--- src/rtl/keypad_scan.sv ---
// keypad_scan: 4x4 matrix keypad scanner with press/release debounce.
//
// Drives one keypad column at a time, synchronizes the asynchronous row lines and, once a key
// has been stable for DEBOUNCE_CYCLES, emits a single-cycle write strobe with the one-hot column
// and row of that key. The scan stays frozen on the captured column until the key has been
// released for DEBOUNCE_CYCLES, so each physical press yields exactly one strobe.
//
// Ports:
//   clk        system clock
//   reset      asynchronous active-low reset
//   rows       raw keypad row lines, active-high, asynchronous
//   col_drive  one-hot active-high column drive
//   WE_send    single-cycle strobe: new key captured
//   cols       one-hot column of the last captured key (0 until the first strobe)
//   synchrows  one-hot row of the last captured key (0 until the first strobe)
module keypad_scan #(
  parameter int unsigned SCAN_DIV        = 1000,
  parameter int unsigned DEBOUNCE_CYCLES = 20000
) (
  input  logic       clk,
  input  logic       reset,
  input  logic [3:0] rows,
  output logic [3:0] col_drive,
  output logic       WE_send,
  output logic [3:0] cols,
  output logic [3:0] synchrows
);

  localparam int unsigned DwellW = (SCAN_DIV > 1) ? $clog2(SCAN_DIV) : 1;
  localparam int unsigned DbW    = (DEBOUNCE_CYCLES > 1) ? $clog2(DEBOUNCE_CYCLES) : 1;
  localparam logic [DwellW-1:0] DwellMax = DwellW'(SCAN_DIV - 1);
  localparam logic [DbW-1:0]    DbMax    = DbW'(DEBOUNCE_CYCLES - 1);

  typedef enum logic [1:0] {StScan, StDbPress, StHeld, StDbRelease} state_e;

  state_e            state_q, state_d;
  logic [3:0]        row_meta_q, rs_q;
  logic [DwellW-1:0] dwell_q, dwell_d;
  logic [DbW-1:0]    db_q, db_d;
  logic [3:0]        col_q, col_d;
  logic [3:0]        cap_row_q, cap_row_d;
  logic [3:0]        cols_q, cols_d;
  logic [3:0]        srows_q, srows_d;
  logic              we_q, we_d;

  logic       lk;
  logic [3:0] col_next;
  logic [3:0] rs_lowest;

  // Level of the row that was captured; the column is frozen so this tracks one key.
  assign lk        = |(rs_q & cap_row_q);
  assign col_next  = {col_q[2:0], col_q[3]};
  // Isolate the lowest set bit: lowest-index row wins when several are active.
  assign rs_lowest = rs_q & (~rs_q + 4'd1);

  // State register and datapath flops.
  always_ff @(posedge clk or negedge reset) begin
    if (!reset) begin
      state_q    <= StScan;
      row_meta_q <= '0;
      rs_q       <= '0;
      dwell_q    <= '0;
      db_q       <= '0;
      col_q      <= 4'b0001;
      cap_row_q  <= '0;
      cols_q     <= '0;
      srows_q    <= '0;
      we_q       <= 1'b0;
    end else begin
      state_q    <= state_d;
      row_meta_q <= rows;
      rs_q       <= row_meta_q;
      dwell_q    <= dwell_d;
      db_q       <= db_d;
      col_q      <= col_d;
      cap_row_q  <= cap_row_d;
      cols_q     <= cols_d;
      srows_q    <= srows_d;
      we_q       <= we_d;
    end
  end

  // Next-state logic.
  always_comb begin
    state_d   = state_q;
    dwell_d   = dwell_q;
    db_d      = db_q;
    col_d     = col_q;
    cap_row_d = cap_row_q;
    cols_d    = cols_q;
    srows_d   = srows_q;
    we_d      = 1'b0;
    unique case (state_q)
      StScan: begin
        if (dwell_q == DwellMax) begin
          dwell_d = '0;
          if (rs_q == 4'b0000) begin
            col_d = col_next;
          end else begin
            cap_row_d = rs_lowest;
            db_d      = '0;
            state_d   = StDbPress;
          end
        end else begin
          dwell_d = dwell_q + DwellW'(1);
        end
      end
      StDbPress: begin
        if (!lk) begin
          dwell_d = '0;
          state_d = StScan;
        end else if (db_q == DbMax) begin
          we_d    = 1'b1;
          cols_d  = col_q;
          srows_d = cap_row_q;
          state_d = StHeld;
        end else begin
          db_d = db_q + DbW'(1);
        end
      end
      StHeld: begin
        if (!lk) begin
          db_d    = '0;
          state_d = StDbRelease;
        end
      end
      StDbRelease: begin
        if (lk) begin
          state_d = StHeld;
        end else if (db_q == DbMax) begin
          col_d   = col_next;
          dwell_d = '0;
          state_d = StScan;
        end else begin
          db_d = db_q + DbW'(1);
        end
      end
      default: state_d = StScan;
    endcase
  end

  // Outputs come straight from flops.
  always_comb begin
    col_drive = col_q;
    WE_send   = we_q;
    cols      = cols_q;
    synchrows = srows_q;
  end

endmodule

--- config.mk ---
export PLATFORM = sky130hd
export DESIGN_NAME = keypad_scan
export DESIGN_NICKNAME = d
export VERILOG_FILES = /design/src/rtl/keypad_scan.sv
export SDC_FILE = /design/constraint.sdc
export NUM_CORES = 1
export LEC_CHECK = 0
export BUFFER_PORTS_ARGS = -buffer_cell sky130_fd_sc_hd__buf_4
export CORE_MARGIN = 3
export CORE_UTILIZATION = 60
export DETAILED_ROUTE_END_ITERATION = 8
export PLACE_DENSITY = 0.83
export RECOVER_POWER = 50
export SETUP_SLACK_MARGIN = 0.15
export SLEW_MARGIN = 20
export SYNTH_ARGS = -nofsm -noshare
export SYNTH_HDL_FRONTEND = slang
export SYNTH_SLANG_ARGS = --single-unit
--- constraint.sdc ---
create_clock -name clk -period 5.5 [get_ports clk]
set_clock_uncertainty 0.05 [all_clocks]
set_input_delay 1.1 -clock clk [delete_from_list [all_inputs] [get_ports clk]]
set_output_delay 1.1 -clock clk [all_outputs]
set_load 0.01 [all_outputs]
==> impl_results.md <==
* Post-route clock period utilization at 57.1%
* Tightest Hold Check Type: reg2reg
* Worst VDD drop at 0.000172 V
* CTS root buf: clkbuf_8
* Post-synth EDFFs at 0
* Most common cell after layout, fill and taps aside: dfrtp_1
* CTS buffer count at 5
* CTS H-Tree Depth at 2
* Least-Margin Pin Slew at 2620 ps
* Fin nets at 272
* Detailed Route Iter0 Violations at 160
* Min Clock Period, post-route at 3140 ps
* CTS max path bufs at 2
* Slowest-stage cell, CP: clkbuf_1
* Vias/cell at 6.57
* Top delay family on crit path: buffers and inverters
* Hpwl dp at 3.65 mm
* Synthesis Warnings at 0
* Die Ht at 70.9 um
* N_diodes at 0
* Post-CTS setup buffer count at 0
* Worst-Skew Late Latency at 310 ps
* Initial antenna violation count at 0
* Crit Path Max Fanout at 52
* Synth async-reset ratio at 100%
* Gr usage total at 22.5%
* Area share of the largest cell type after synthesis at 50.4%
* Sequential-to-total area share from yosys stat at 51.5%
* CP startpoint: reset
* P&R area growth vs syn at 10.8%
* PortBufs at 18
* Worst flop-to-flop path startpoint: state_q[0]$_DFFE_PN0P_
* Critical Path Start Type: input pin
* Number of filler cells placed in the layout at 295
* Die W at 70.9 um
* Max-Cap Viols at 1
* Post-cts sizing count at 0
* Synth top area cells: dfrtp_1, mux2_2, nand2_1
* Vias at 2057
* CORE AREA at 0.00385 sq mm
* Synth cell types at 49
* WP buf/inv at 1
* Starting density of the core at 65.6%
* Clock slew at reported path FFs at 90 ps
* Hold Path Origin: row_meta_q[2]$_DFF_PN0_
* Final setup violation count at 0
* GP Congestion at 0.848
* Top Ports at 19
* Nature of the critical path endpoint: async pin
* Critical path type: in2async
* Synthesized cell area at 0.00253 sq mm
* Failing checks: capacitance limit, slew limit
* Ratio of cells with drive above 1 in the final layout at 16.6%
* Total grt overflow at 0
* Commonest non-fill, non-tap cells in the layout: dfrtp_1, nand2_1, nor2_1
* Global-route wire length before repair at 9.10 mm
* Vias in the first global route at 1925
* Hold Fails Final Rpt at 0
* RSZ-0062 raised after global routing: no
* Slew margin rel. at -74.8%
* Final antenna-violating net count at 0
* Final Power at 0.658 mW
* Crit-path cells: clkbuf_1
* # clock sinks at 52
* Worst Path Arrival at 2950 ps
* Setup TNS Final at 0 ps
* CP Data Required Time at 5310 ps
* Synth Flop Type: dfrtp_1
* F_max at 318 MHz
* CP peak stage delay at 1830 ps
* Avg Cell Area, Syn at 10.3 sq um
* Area leader, netlist: dfrtp_1
* Yosys reg bits at 52
* DRT Pass-1 Iters at 5
* Row Count at 22
* Avg WL per Cell at 16.4 um
* Largest net degree at the start of global routing at 53
* Pwr dens at 235 mW/mm^2
* CTS tree: yes
* Total die area at 0.00503 sq mm
* Leakage power total at 1.25 nW
* Routed wire length at 5.14 mm
* Mapped Cells at 246
* Hold-fix buffers, CTS at 0
* DRC at 0
* Syn_nets at 254
* Slew Limit Fails at 53
* Status: complete, but fails checks
[where the power goes]
part / leakage (nW) / internal [mW] / switching [mW]
logic: 0.503 / 0.00227 / 0.00762
clock network: 0.0558 / 0.137 / 0.123
registers: 0.690 / 0.385 / 0.00239
[worst paths after layout]
kind / to / slack (ps) / cells after the start
max in group clk: db_q[3]$_DFFE_PN0P_ / 2960 / 5
setup reg to reg: db_q[3]$_DFFE_PN0P_ / 2960 / 5
hold reg to reg: rs_q[2]$_DFF_PN0_ / 320 / 0
min in group asynchronous: db_q[7]$_DFFE_PN0P_ / 1550 / 1
setup / recovery: dwell_q[1]$_DFFE_PN0P_ / 2360 / 1
hold / removal: rs_q[2]$_DFF_PN0_ / 320 / 0
[cell usage after synthesis (3+ instances only)]
library cell	n
a211oi_1	5
a21o_1	3
a21oi_1	10
a22o_1	4
a22oi_1	3
a31oi_1	5
and3_1	5
clkbuf_1	4
dfrtp_1	51
inv_1	7
mux2_2	13
nand2_1	24
nand3_1	9
nand4_1	5
nor2_1	19
nor3_1	4
o211ai_1	3
o21ai_0	16
o31ai_1	10
or3_1	3
or4_1	3
xnor2_1	4
[layout make-up]
class,instances,area (sq um),area share [%]
sequential,52,1300,46.5
timing repair buffer,18,131,4.69
clock inverter,2,38.8,1.38
inverter,7,26.3,0.937
clock buffer,6,72.6,2.59
multi-input combinational,180,1170,41.8
tap,48,60.1,2.14
[per-stage QoR]
stage | utilization [%] | area (sq um) | std cells | hold WS (ps) | worst slack, ps
after floorplan | - | 2530 | 246 | 281 | 3280
after global placement | 70.0 | 2700 | 305 | 281 | 3080
after detailed placement | 70.0 | 2700 | 305 | 300 | 3000
after CTS | 72.9 | 2810 | 313 | 321 | 2930
after global routing | 72.8 | 2800 | 313 | 327 | 1810
final | 72.8 | 2800 | 313 | 316 | 2360
[registers in the layout (all words and copies together) (netlist names), named ones only]
register / cells
db_q: 15
state_q: 1
col_drive: 4
dwell_q: 10
cap_row_q: 4
row_meta_q: 4
WE_send: 1
cols: 4
synchrows: 4
rs_q: 4
[routing by layer]
metal  GRT usage (%)  share of wire [%]
met1            31.1                 44
met3            4.83                6.7
met4            7.31                1.4
met2            35.6                 48
met5               0                  0
[worst reg2reg max path, delay by kind of cell, from the launching register on]
family,cells,cell delay [ps]
AND/OR/NAND/NOR,4,1400
flip-flops,1,580
AO/OA/AOI/OAI,1,390
[cells by family (layout without fill, tap and decap cells)]
kind of cell    count (synthesis)  in the layout  share of synthesized area (%)
compound gates                 71             71                           19.0
xor+xnor                        5              5                           1.73
fa+ha+maj                       2              2                          0.989
buf+inv                        14             33                           2.18
flops                          52             52                           51.5
mux                            15             15                           6.58
simple gates                   87             87                           18.0
Power figures use the tool's default switching activity.
